`config.mk`:
```
export PLATFORM = sky130hd
export DESIGN_NAME = step_sequencer_flat
export DESIGN_NICKNAME = d
export VERILOG_FILES = /design/src/rtl/ucisc_pkg.sv /design/src/rtl/step_sequencer_if.sv /design/src/rtl/step_sequencer_retire_counter.sv /design/src/rtl/step_sequencer.sv /design/src/flat_wrapper.sv
export SDC_FILE = /design/constraint.sdc
export NUM_CORES = 1
export LEC_CHECK = 0
export CAP_MARGIN = 20
export CORE_MARGIN = 4
export CORE_UTILIZATION = 40
export DETAILED_ROUTE_END_ITERATION = 10
export HOLD_SLACK_MARGIN = 0.06
export PLACE_DENSITY = 0.75
export SYNTH_ARGS = -nofsm -noshare
export SYNTH_HDL_FRONTEND = slang
export SYNTH_SLANG_ARGS = --single-unit
```
`constraint.sdc`:
```
create_clock -name clock -period 2 [get_ports clock]
set_clock_uncertainty 0.2 [all_clocks]
set_input_delay 0.6 -clock clock [delete_from_list [all_inputs] [get_ports clock]]
set_output_delay 0.6 -clock clock [all_outputs]
set_load 0.02 [all_outputs]
```
`src/rtl/ucisc_pkg.sv`:
```
// ucisc_pkg: shared definitions for the uCISC instruction-cycle logic.
// Holds the four step codes used by the sequencer, the immediate loader's
// capture parameter and the decode logic. It also holds the sequencer
// run/halt state type and the retired-count width.
package ucisc_pkg;

  localparam logic [1:0] STEP_FETCH = 2'd0;  // instruction read at pc
  localparam logic [1:0] STEP_IMM   = 2'd1;  // immediate read at pc+1
  localparam logic [1:0] STEP_ARGS  = 2'd2;  // source operand read
  localparam logic [1:0] STEP_WRITE = 2'd3;  // destination write

  localparam int RETIRED_W = 16;

  typedef enum logic {
    SEQ_RUN  = 1'b0,
    SEQ_HALT = 1'b1
  } seq_state_e;

endpackage

```
`src/rtl/step_sequencer_if.sv`:
```
// step_sequencer_if: bundle between the step sequencer and the CPU
// control path / memory bus.
//   master (sequencer) inputs : mem_ready, skip_write, halt_instr, can_halt, resume
//   master (sequencer) outputs: step, mem_read, mem_write, pc_advance, halted, retired
// The slave modport is the mirror image, for the control path and memory side.
interface step_sequencer_if;
  import ucisc_pkg::*;

  logic                 mem_ready;
  logic                 skip_write;
  logic                 halt_instr;
  logic                 can_halt;
  logic                 resume;
  logic [1:0]           step;
  logic                 mem_read;
  logic                 mem_write;
  logic                 pc_advance;
  logic                 halted;
  logic [RETIRED_W-1:0] retired;

  modport master (
    input  mem_ready, skip_write, halt_instr, can_halt, resume,
    output step, mem_read, mem_write, pc_advance, halted, retired
  );

  modport slave (
    output mem_ready, skip_write, halt_instr, can_halt, resume,
    input  step, mem_read, mem_write, pc_advance, halted, retired
  );

endinterface

```
`src/rtl/step_sequencer_retire_counter.sv`:
```
// retire_counter: wrapping up-counter of retired instructions.
//   clock   : rising-edge clock
//   reset   : synchronous active-high clear
//   inc_i   : increment by one on this edge
//   count_o : current count, wraps from all-ones to zero
module retire_counter #(
  parameter int DATA_W = 16
) (
  input  logic              clock,
  input  logic              reset,
  input  logic              inc_i,
  output logic [DATA_W-1:0] count_o
);

  logic [DATA_W-1:0] cnt_q;

  always_ff @(posedge clock) begin
    if (reset) begin
      cnt_q <= '0;
    end else if (inc_i) begin
      cnt_q <= cnt_q + 1'b1;
    end
  end

  assign count_o = cnt_q;

endmodule

```
`src/rtl/step_sequencer.sv`:
```
// step_sequencer: drives the four-step uCISC instruction cycle
// (fetch, immediate fetch, argument read, result write). Each step is held
// until mem_ready. The write step is skipped for non-memory destinations.
// The sequencer also handles halt/resume and counts retired instructions.
//   clock, reset : rising-edge clock, synchronous active-high reset
//   bus (master) : mem_ready/skip_write/halt_instr/can_halt/resume in;
//                  step/mem_read/mem_write/pc_advance/halted/retired out
module step_sequencer
  import ucisc_pkg::*;
(
  input  logic            clock,
  input  logic            reset,
  step_sequencer_if.master bus
);

  seq_state_e state_q, state_d;
  logic [1:0] step_q, step_d;
  logic       pc_adv_q;
  logic       retire_d;

  // State register
  always_ff @(posedge clock) begin
    if (reset) begin
      state_q  <= SEQ_RUN;
      step_q   <= STEP_FETCH;
      pc_adv_q <= 1'b0;
    end else begin
      state_q  <= state_d;
      step_q   <= step_d;
      pc_adv_q <= retire_d;
    end
  end

  // Next-state logic
  always_comb begin
    state_d  = state_q;
    step_d   = step_q;
    retire_d = 1'b0;
    unique case (state_q)
      SEQ_RUN: begin
        if (bus.mem_ready) begin
          unique case (step_q)
            STEP_FETCH: step_d = STEP_IMM;
            STEP_IMM:   step_d = STEP_ARGS;
            STEP_ARGS: begin
              // A halt with a non-zero immediate is an ordinary instruction;
              // a real halt outranks skip_write.
              if (bus.halt_instr && bus.can_halt) begin
                retire_d = 1'b1;
                state_d  = SEQ_HALT;
                step_d   = STEP_FETCH;
              end else if (bus.skip_write) begin
                retire_d = 1'b1;
                step_d   = STEP_FETCH;
              end else begin
                step_d   = STEP_WRITE;
              end
            end
            STEP_WRITE: begin
              retire_d = 1'b1;
              step_d   = STEP_FETCH;
            end
            default: step_d = STEP_FETCH;
          endcase
        end
      end
      SEQ_HALT: begin
        if (bus.resume) begin
          state_d = SEQ_RUN;
          step_d  = STEP_FETCH;
        end
      end
      default: begin
        state_d = SEQ_RUN;
        step_d  = STEP_FETCH;
      end
    endcase
  end

  // Output decode: registers only, so there is no input-to-output path
  always_comb begin
    bus.mem_read  = 1'b0;
    bus.mem_write = 1'b0;
    if (state_q == SEQ_RUN) begin
      bus.mem_read  = (step_q != STEP_WRITE);
      bus.mem_write = (step_q == STEP_WRITE);
    end
  end

  assign bus.step       = step_q;
  assign bus.halted     = (state_q == SEQ_HALT);
  assign bus.pc_advance = pc_adv_q;

  // The count moves on the same edge that raises pc_advance
  retire_counter #(
    .DATA_W (RETIRED_W)
  ) u_retire (
    .clock   (clock),
    .reset   (reset),
    .inc_i   (retire_d),
    .count_o (bus.retired)
  );

endmodule

```
`src/flat_wrapper.sv`:
```
// flat-port wrapper written by rule: the top's interface ports become plain ports
module step_sequencer_flat import ucisc_pkg::*;
  (clock, reset, bus_mem_ready, bus_skip_write, bus_halt_instr, bus_can_halt, bus_resume, bus_step, bus_mem_read, bus_mem_write, bus_pc_advance, bus_halted, bus_retired);
  step_sequencer_if bus_i ();
  input  logic clock;
  input  logic reset;
  input wire logic [$bits(bus_i.mem_ready)-1:0] bus_mem_ready;
  input wire logic [$bits(bus_i.skip_write)-1:0] bus_skip_write;
  input wire logic [$bits(bus_i.halt_instr)-1:0] bus_halt_instr;
  input wire logic [$bits(bus_i.can_halt)-1:0] bus_can_halt;
  input wire logic [$bits(bus_i.resume)-1:0] bus_resume;
  output wire logic [$bits(bus_i.step)-1:0] bus_step;
  output wire logic [$bits(bus_i.mem_read)-1:0] bus_mem_read;
  output wire logic [$bits(bus_i.mem_write)-1:0] bus_mem_write;
  output wire logic [$bits(bus_i.pc_advance)-1:0] bus_pc_advance;
  output wire logic [$bits(bus_i.halted)-1:0] bus_halted;
  output wire logic [$bits(bus_i.retired)-1:0] bus_retired;
  assign bus_i.mem_ready = bus_mem_ready;
  assign bus_i.skip_write = bus_skip_write;
  assign bus_i.halt_instr = bus_halt_instr;
  assign bus_i.can_halt = bus_can_halt;
  assign bus_i.resume = bus_resume;
  assign bus_step = bus_i.step;
  assign bus_mem_read = bus_i.mem_read;
  assign bus_mem_write = bus_i.mem_write;
  assign bus_pc_advance = bus_i.pc_advance;
  assign bus_halted = bus_i.halted;
  assign bus_retired = bus_i.retired;
  step_sequencer u_core (.clock(clock), .reset(reset), .bus(bus_i));
endmodule
```
==> results.md, run 1 <==
- Crit. End Element: flip-flop
- Slew HR: 77.7%
- Tightest Pin Transition: 331 ps
- Synth Warn #: 0
- CTS tree: built
- Top_reg_cell synth: dfxtp_1
- Layout area overhead: 49.7%
- Antenna diode count: 0
- Fin nets: 167
- # clock sinks: 20
- Slowest stage delay, CP: 530 ps
- Clock Tree Buf Depth: 2
- Register area share after synthesis: 42.6%
- Total grt overflow: 0
- Num CTS Buffers: 3
- Die height: 56.5 um
- Layout cells sized above 1: 26.6%
- Syn_area_per_cell: 8.39 um2
- Leakage: 0.592 nW
- Critical path launch point type: flip-flop
- DR WL/cell: 13.6 um
- Hold slack: 309 ps
- CP max-delay cell: or4_4
- Yosys reg bits: 20
- Die W: 56.5 um
- Area after DPL: 0.00132 mm2
- Final wirelength: 2520 um
- Mapped Area: 940 um2
- WP buf/inv: 1
- Largest net degree at the start of global routing: 15
- Hold-fix buffers, CTS: 0
- Initial antenna violation count: 0
- Worst path cell trace: nand4_1 -> buf_4 -> or4_4 -> o31ai_1 -> a21oi_1
- Row cnt: 17
- Crit Path Category: reg -> reg
- First-pass GRT wire length: 4250 um
- EDFF count, synth: 0
- PD cells: 508 mW/mm2
- Max Clk Rate: 513 MHz
- Final period util: 97.5%
- Starting Density: 42.1%
- Synth unique cells: 27
- Cell family with most CP delay: simple AND/OR/NAND/NOR gates
- Internal reg-to-reg setup slack: 50 ps
- Ports: 29
- DRC violations left: 0
- Slew Viols, Final: 0
- CTS H-tree depth: 1
- Worst endpoint required time: 2000 ps
- Final setup fails: 0
- Total Routing Usage GR: 16.5%
- CP arrival: 1950 ps
- Syn Nets: 120
- Maximum vdd drop: 0.000376 V
- Clk pin slew, worst setup/hold paths: 110 ps
- Die Area: 0.00319 mm2
- GPL Wtd Cong: 0.801
- 1st-iter DRT viols: 28
- Dpl hpwl: 1620 um
- Vias in the first global route: 949
- # port buffers: 28
- Final min period: 1950 ps
- Via count: 1014
- Total power: 0.714 mW
- Core Box Area: 0.00223 mm2
- Post-route cell area: 0.00141 mm2
- Asr flop ratio synth: 0%
- Status: finished clean
- Max cap viols: 0
- Hold Path Class: reg -> reg
- Clk_lat worst skew: 300 ps
- Crit path max fanout: 7
- Fin. Hold Viols: 0
- Post-Syn Instances: 112
- DR pass1 iterations: 4
- Final ANT Viol Nets: 0
- Vias/cell: 5.45
- CTS root buffer: clkbuf_4
-- sequential cells by signal (all words and copies together), names as in the netlist --
| register | cells |
|---|---|
| u_core.bus.step | 2 |
| u_core.bus.pc_advance | 1 |
| u_core.bus.halted | 1 |
| u_core.u_retire.count_o | 16 |
-- stage by stage --
step,cells,worst slack [ps],util (%),TNS (ps)
floorplan,112,-8.61,-,-25.7
global placement,175,-588,59.0,-6000
detailed placement,175,-635,59.0,-6330
CTS,186,-8.58,62.3,-8.58
global route,186,-15.9,63.0,-15.9
finish,186,49.7,63.0,0
-- worst reg2reg max path, delay by kind of cell (launching register included) --
kind            cells  cell delay, ps
simple gates        2             690
compound gates      2             390
buf+inv             1             190
flops               1             380
-- worst paths after layout --
path | start | endpoint | cells past startpoint
worst max-delay path | u_core.u_retire.count_o[5]$_SDFFE_PP0P_ | u_core.u_retire.count_o[15]$_SDFFE_PP0P_ | 5
worst max register to register | u_core.u_retire.count_o[5]$_SDFFE_PP0P_ | u_core.u_retire.count_o[15]$_SDFFE_PP0P_ | 5
worst min register to register | u_core.u_retire.count_o[15]$_SDFFE_PP0P_ | u_core.u_retire.count_o[15]$_SDFFE_PP0P_ | 2
worst min-delay path | u_core.u_retire.count_o[15]$_SDFFE_PP0P_ | u_core.u_retire.count_o[15]$_SDFFE_PP0P_ | 2
-- kinds of logic (layout without fill, tap and decap cells) --
group,after synthesis,in the layout,synth area share (%)
simple gates,53,54,31.3
compound gates,25,25,15.0
flops,20,20,42.6
xor+xnor,7,7,6.52
buf+inv,6,51,3.19
fa+ha+maj,1,1,1.33
-- final cells by class --
cell class                 count  area [um2]
clock buffer                   4        36.3
fill                         214         827
inverter                       1        3.75
multi-input combinational     87         546
sequential                    20         414
tap                           28        35.0
timing repair buffer          46         372
-- metal layers --
| metal | vias to the layer above | wire length, um | global-route usage (%) |
|---|---|---|---|
| li1 | 508 | - | - |
| met3 | 2 | 134 | 5.29 |
| met5 | - | 0 | 0 |
| met2 | 27 | 1270 | 26.7 |
| met4 | 0 | 8 | 2.37 |
| met1 | 477 | 1110 | 21.6 |
-- placed cells by master, fill, tap and decap left out, types with 7 or more instances in the layout --
cell,instances
o21ai_0,7
dlygate4sd2_1,23
a21oi_1,9
nand2_1,10
xnor2_1,7
buf_4,18
dfxtp_1,13
nor2_1,12
-- power by group --
| part | switching (mW) | internal [mW] |
|---|---|---|
| registers | 0.00651 | 0.400 |
| logic | 0.0379 | 0.0336 |
| clock network | 0.125 | 0.111 |
| total | 0.169 | 0.545 |
-- cells in the mapped netlist (all sizes together), types with 2 or more instances --
cell type  count  area share, %
nor4           3            2.0
xnor2          7            6.5
nand2         10            4.0
or4            4            3.6
nand3          5            2.7
or3            5            3.3
dfxtp         20             43
nor2          12            4.8
nand2b         2            1.3
nand4          3            2.0
nor3           4            2.1
o31ai          3            2.4
a21oi         12            6.4
clkbuf         4            1.6
o21ai          7            3.7
-- repair_timing --
action,4_1_cts,5_1_grt
setup buffers,6,0
pin swaps,5,3
hold endpoints to repair,0,0
endpoints found under the setup margin,29,6
gates resized for setup,39,11
cloned,1,0
No activity file was read; power rests on OpenSTA's default activity.
==> run 2, diff against run 1 <==
--- a/config.mk
+++ b/config.mk
@@ -8,6 +8,7 @@
 export CAP_MARGIN = 20
 export CORE_MARGIN = 4
 export CORE_UTILIZATION = 40
+export CTS_BUF_LIST = sky130_fd_sc_hd__clkbuf_16
 export DETAILED_ROUTE_END_ITERATION = 10
 export HOLD_SLACK_MARGIN = 0.06
 export PLACE_DENSITY = 0.75
==> run 2 against run 1 <==
  * Clock power up 75%
  * Sequential share of layout area decreased by 2.3 points
  * Core utilization is 4.9 points higher
  * Hold slack worse by 9.1 ps
  * Global-route usage about the same
  * Clock-buffer cell count down 1
  * Maximum frequency shrank 1.9%
  * Highest routed layer unchanged
  * Combinational power shrank 2%
  * Critical path type unchanged
  * First-iteration DRC count decreased by 68%
==> results.md, run 2 (synthesis results as in run 1) <==
- Status: finished clean
- Final wirelength: 2560 um (+1.6%)
- # port buffers: 28 (unchanged)
- Fin nets: 168 (+0.60%)
- Ports: 29 (unchanged)
- CP max-delay cell: or4_4
- Layout cells sized above 1: 29.6% (+3.0 points)
- Total Routing Usage GR: 16.5% (+0.047 points)
- Layout area overhead: 61.4%
- Vias/cell: 5.43 (-0.44%)
- Final setup fails: 0 (unchanged)
- DR WL/cell: 13.7 um (+1.0%)
- CTS H-tree depth: 1 (unchanged)
- Antenna diode count: 0 (unchanged)
- Total grt overflow: 0 (unchanged)
- Slowest stage delay, CP: 620 ps (+90 ps)
- Slew Viols, Final: 0 (unchanged)
- Row cnt: 17 (unchanged)
- Layout Cells excl Fill: 187 (+0.54%)
- Commonest non-fill, non-tap cell in the layout: dlygate4sd2_1
- CTS root buffer: clkbuf_16
- Final min period: 1990 ps (+37.2 ps)
- First-pass GRT wire length: 4220 um (-0.66%)
- Crit Path Category: reg -> reg
- Register area: 412 um2 (-0.60%)
- Max Clk Rate: 503 MHz (-1.9%)
- Largest net degree at the start of global routing: 15 (unchanged)
- Max cap viols: 0 (unchanged)
- Cell family with most CP delay: simple AND/OR/NAND/NOR gates
- Crit. End Element: flip-flop
- Slew HR: 76.2% (-1.5 points)
- Hold Path Class: reg -> reg
- Commonest non-fill, non-tap cells in the layout: dlygate4sd2_1 (20), buf_4 (17), dfxtp_1 (15)
- Die Area: 0.00319 mm2 (unchanged)
- Final Util: 67.9% (+4.9 points)
- Maximum vdd drop: 0.000586 V (+56%)
- Num CTS Buffers: 3 (unchanged)
- DR pass1 iterations: 4 (unchanged)
- CTS tree: built
- # clock sinks: 20 (unchanged)
- Inst Count DP: 175 (unchanged)
- WP buf/inv: 1 (unchanged)
- Clock Tree Buf Depth: 2 (unchanged)
- Initial antenna violation count: 0 (unchanged)
- Die height: 56.5 um (unchanged)
- Largest register FFs: 16 (unchanged)
- Worst path cell trace: nand4_1 -> or4_4 -> buf_6 -> or3_4 -> a21oi_2
- Dpl hpwl: 1620 um (unchanged)
- Area occupied by multi-input gates: 569 um2 (+4.4%)
- Clk_lat worst skew: 250 ps (-50 ps)
- Starting Density: 42.1% (unchanged)
- Setup TNS: 0 ps (unchanged)
- GPL Wtd Cong: 0.801 (unchanged)
- Total power: 0.890 mW (+25%)
- Worst endpoint required time: 1990 ps (about the same)
- Critical path launch point type: flip-flop
- Leakage: 0.637 nW (+7.5%)
- Clk pin slew, worst setup/hold paths: 60 ps (-50 ps)
- PD cells: 587 mW/mm2 (+16%)
- Fillcell total: 193 (-9.8%)
- Via count: 1015 (+0.099%)
- 1st-iter DRT viols: 9 (-68%)
- DRC violations left: 0 (unchanged)
- Vias in the first global route: 935 (-1.5%)
- Hold-fix buffers, CTS: 0 (unchanged)
- Tightest Pin Transition: 356 ps (+24.7 ps)
- Unrepaired setup endpoints after global routing: true
- Final period util: 99.4% (+1.9 points)
- Core Box Area: 0.00223 mm2 (unchanged)
- Fin. Hold Viols: 0 (unchanged)
- Hold slack: 300 ps (-9.10 ps)
- CP arrival: 1980 ps (+30 ps)
- Final ANT Viol Nets: 0 (unchanged)
- Crit path max fanout: 6 (-1)
- Die W: 56.5 um (unchanged)
## run 2: repair_timing
item | in CTS | in global routing
endpoints found under the setup margin | 29 | 5
hold endpoints to repair | 0 | 0
gates resized for setup | 44 | 18
setup buffers | 7 | 1
pin swaps | 5 | 5
## run 2: worst paths after layout
| path | startpoint | to | slack [ps] | cells past startpoint |
|---|---|---|---|---|
| setup / recovery | u_core.u_retire.count_o[5]$_SDFFE_PP0P_ | u_core.u_retire.count_o[9]$_SDFFE_PP0P_ | 10 | 5 |
| hold / removal | u_core.u_retire.count_o[15]$_SDFFE_PP0P_ | u_core.u_retire.count_o[15]$_SDFFE_PP0P_ | 300 | 2 |
| setup reg to reg | u_core.u_retire.count_o[5]$_SDFFE_PP0P_ | u_core.u_retire.count_o[9]$_SDFFE_PP0P_ | 10 | 5 |
| hold reg to reg | u_core.u_retire.count_o[15]$_SDFFE_PP0P_ | u_core.u_retire.count_o[15]$_SDFFE_PP0P_ | 300 | 2 |
## run 2: layer usage
layer	global-route usage (%)	vias up	routed length [um]
li1	-	505	-
met1	20.2	477	1100
met2	28.2	28	1320
met3	5.29	5	123
met4	3.05	0	16
met5	0	-	0
## run 2: layout make-up
cell class,instances,share of cell area [%]
Clock inverter,1,0.248
Sequential cell,20,27.1
Tap cell,28,2.31
Inverter,1,0.248
Multi-Input combinational cell,86,37.5
Clock buffer,3,4.95
Timing Repair Buffer,48,27.6
## run 2: worst min-delay path, stage by stage (launching register included)
cell     delay (ps)
dfxtp_1         310
o31ai_1          70
a21oi_1          70
## run 2: stage by stage
step,setup slack (ps),instance area [um2]
after floorplan,-8.61,940
after global placement,-588,1320
after detailed placement,-635,1320
after CTS,-10.5,1440
after global routing,-49.8,1520
final,12.5,1520
## run 2: power by group
part           switching, mW  internal (mW)
clock                  0.146          0.266
sequential           0.00625          0.401
combinational         0.0362         0.0337
total                  0.189          0.701
==> run 3, diff against run 2 <==
==> constraint.sdc (replaced) <==
create_clock -name clock -period 2 [get_ports clock]
set_clock_uncertainty 0.2 [all_clocks]
set_input_delay 0.4 -clock clock [delete_from_list [all_inputs] [get_ports clock]]
set_output_delay 0.4 -clock clock [all_outputs]
set_load 0.02 [all_outputs]
==> run 3 against run 2 <==
  * Cell area decreased by 1.5%
  * Core utilization shrank 1.0 points
  * Register-to-register slack gained 90 ps
  * Total power rose by 16%
  * Clock-buffer cell count stayed put
  * Global-route usage increased by 0.74 points
  * Setup slack better by 44 ps
  * Non-clock buffer count down 3
  * Critical endpoint is now bus_retired[12]
==> results.md, run 3 (synthesis results as in run 1) <==
- Status: finished clean
- Area occupied by multi-input gates: 534 um2 (-6.2%)
- Total power: 1.03 mW (+16%)
- Final setup fails: 0 (unchanged)
- CTS root buffer: clkbuf_16
- Register area: 409 um2 (-0.61%)
- Layout area overhead: 59.0%
- Clock Tree Buf Depth: 2 (unchanged)
- Ports: 29 (unchanged)
- Vias in the first global route: 1017 (+8.8%)
- Die height: 56.5 um (unchanged)
- Final min period: 1940 ps (-43.6 ps)
- Fillcell total: 197 (+2.1%)
- Largest net degree at the start of global routing: 18 (+3)
- # clock sinks: 20 (unchanged)
- Hold Path Class: reg -> reg
- DR WL/cell: 14.1 um (+3.1%)
- Starting Density: 42.1% (unchanged)
- Via count: 1036 (+2.1%)
- Met3 wire length: 166 um (+35%)
- Final wirelength: 2610 um (+2.0%)
- CTS tree: built
- Slew Viols, Final: 0 (unchanged)
- Largest register FFs: 16 (unchanged)
- WP buf/inv: 1 (unchanged)
- Cell family with most CP delay: buffers and inverters
- Layout cells sized above 1: 22.3% (-7.3 points)
- Slowest stage delay, CP: 650 ps (+30 ps)
- Clk pin slew, worst setup/hold paths: 60 ps (about the same)
- Commonest non-fill, non-tap cells in the layout: clkdlybuf4s50_1 (21), buf_4 (16), dfxtp_1 (13)
- PD cells: 692 mW/mm2 (+18%)
- CP arrival: 1340 ps (-640 ps)
- Crit. End Element: primary output
- CP max-delay cell: clkdlybuf4s50_1
- Die W: 56.5 um (unchanged)
- Num CTS Buffers: 3 (unchanged)
- Fin nets: 166 (-1.2%)
- Final Util: 66.9% (-1.0 points)
- Critical path launch point type: flip-flop
- Hold slack: 287 ps (-13.0 ps)
- Clk_lat worst skew: 250 ps (about the same)
- Hold-fix buffers, CTS: 0 (unchanged)
- Fin. Hold Viols: 0 (unchanged)
- Commonest non-fill, non-tap cell in the layout: clkdlybuf4s50_1
- First-pass GRT wire length: 4510 um (+6.9%)
- Total Routing Usage GR: 17.2% (+0.74 points)
- CTS H-tree depth: 1 (unchanged)
- Unrepaired setup endpoints after global routing: false
- Row cnt: 17 (unchanged)
- Initial antenna violation count: 0 (unchanged)
- Crit path max fanout: 6 (unchanged)
- Tightest Pin Transition: 317 ps (-39.1 ps)
- DRC violations left: 0 (unchanged)
- Core Box Area: 0.00223 mm2 (unchanged)
- Highest Signal Layer: met4
- # port buffers: 28 (unchanged)
- Slew HR: 78.6% (+2.4 points)
- Total number of cells along the worst setup path: 1 (-4)
- 1st-iter DRT viols: 31 (+22)
- Die Area: 0.00319 mm2 (unchanged)
- Worst flop-to-flop path startpoint: u_core.u_retire.count_o[8]$_SDFFE_PP0P_
- Crit path capture: bus_retired[12]
- Final period util: 97.2% (-2.2 points)
- Maximum vdd drop: 0.000437 V (-25%)
- DR pass1 iterations: 4 (unchanged)
- Max cap viols: 0 (unchanged)
- Layout Cells excl Fill: 185 (-1.1%)
- Final ANT Viol Nets: 0 (unchanged)
- Dpl hpwl: 1760 um (+8.9%)
- Worst reg2reg path endpoint: u_core.u_retire.count_o[11]$_SDFFE_PP0P_
- Vias/cell: 5.60 (+3.2%)
- Max Clk Rate: 514 MHz (+2.2%)
- Worst setup path start: u_core.u_retire.count_o[12]$_SDFFE_PP0P_
- Antenna diode count: 0 (unchanged)
- Leakage: 0.545 nW (-14%)
- R2R cell count: 5 (unchanged)
- Internal reg-to-reg setup slack: 100 ps (+90 ps)
- Metal1 wirelength: 1140 um (+3.1%)
- Worst endpoint required time: 1400 ps (-590 ps)
- Total grt overflow: 0 (unchanged)
- Met2 wire length: 1290 um (-2.3%)
- Inst Count DP: 176 (+0.57%)
- Crit Path Category: reg -> out
- GPL Wtd Cong: 0.771 (-3.8%)
- Worst path cell trace: clkdlybuf4s50_1
==> run 3: cell types whose count changed in the layout (fill, tap and decap cells not counted), moves of 2 or more <==
cell	before	now
buf_6	4	1
a21oi_2	4	1
a21oi_1	8	11
dlygate4sd2_1	20	6
or3_4	2	0
or4_1	1	3
dfxtp_2	3	7
clkdlybuf4s50_1	3	21
dfxtp_4	2	0
clkdlybuf4s15_2	2	0
dfxtp_1	15	13
or3_1	3	5
==> run 3: power breakdown <==
part / leakage, nW / total, mW / internal (mW) / switching, mW
Clock: 0.0511 / 0.546 / 0.397 / 0.150
Sequential: 0.165 / 0.407 / 0.403 / 0.00403
Combinational: 0.329 / 0.0794 / 0.0375 / 0.0419
Total: 0.545 / 1.03 / 0.838 / 0.196
==> run 3: layer usage <==
metal | up-vias | track usage [%]
li1 | 505 | -
met1 | 485 | 21.3
met2 | 44 | 30.0
met3 | 2 | 3.22
met4 | 0 | 5.08
met5 | - | 0
==> run 3: worst reg2reg max path, delay by kind of cell (launching register included) <==
family | cells | cell delay, ps
AND/OR/NAND/NOR | 3 | 1010
flip-flops | 1 | 370
buffers and inverters | 1 | 140
AO/OA/AOI/OAI | 1 | 120
==> run 3: stage by stage <==
step / cell area, um2 / setup WS (ps) / TNS, ps
2_1_floorplan: 948 / 34.8 / 0
3_3_place_gp: 1340 / -517 / -3190
3_5_place_dp: 1340 / -556 / -3500
4_1_cts: 1480 / 25.6 / 0
5_1_grt: 1490 / 9.62 / 0
6_report: 1490 / 56.1 / 0
==> run 3: repair_timing <==
item | in CTS | in global routing
cloned | 1 | 0
setup endpoints to repair | 9 | 3
gates resized for setup | 9 | 3
setup buffers | 4 | 0
pin swaps | 10 | 1
endpoints found under the hold margin | 0 | 0
==> run 3: worst min-delay path by stage <==
stage / depth (start not counted) / to / startpoint
after floorplan: 2 / u_core.bus.step[0]$_SDFFE_PP0P_ / u_core.bus.step[0]$_SDFFE_PP0P_
after detailed placement: 2 / u_core.u_retire.count_o[15]$_SDFFE_PP0P_ / u_core.u_retire.count_o[15]$_SDFFE_PP0P_
after global placement: 2 / u_core.u_retire.count_o[15]$_SDFFE_PP0P_ / u_core.u_retire.count_o[15]$_SDFFE_PP0P_
final: 2 / u_core.u_retire.count_o[15]$_SDFFE_PP0P_ / u_core.u_retire.count_o[15]$_SDFFE_PP0P_
after global routing: 2 / u_core.u_retire.count_o[15]$_SDFFE_PP0P_ / u_core.u_retire.count_o[15]$_SDFFE_PP0P_
after CTS: 2 / u_core.u_retire.count_o[15]$_SDFFE_PP0P_ / u_core.u_retire.count_o[15]$_SDFFE_PP0P_
==> run 3: final cells by class <==
type	count	area share, %
tap	28	2.35
inverter	1	0.251
clock buffer	3	5.03
multi-input combinational	87	35.8
clock inverter	1	2.01
timing repair buffer	45	27.2
sequential	20	27.4
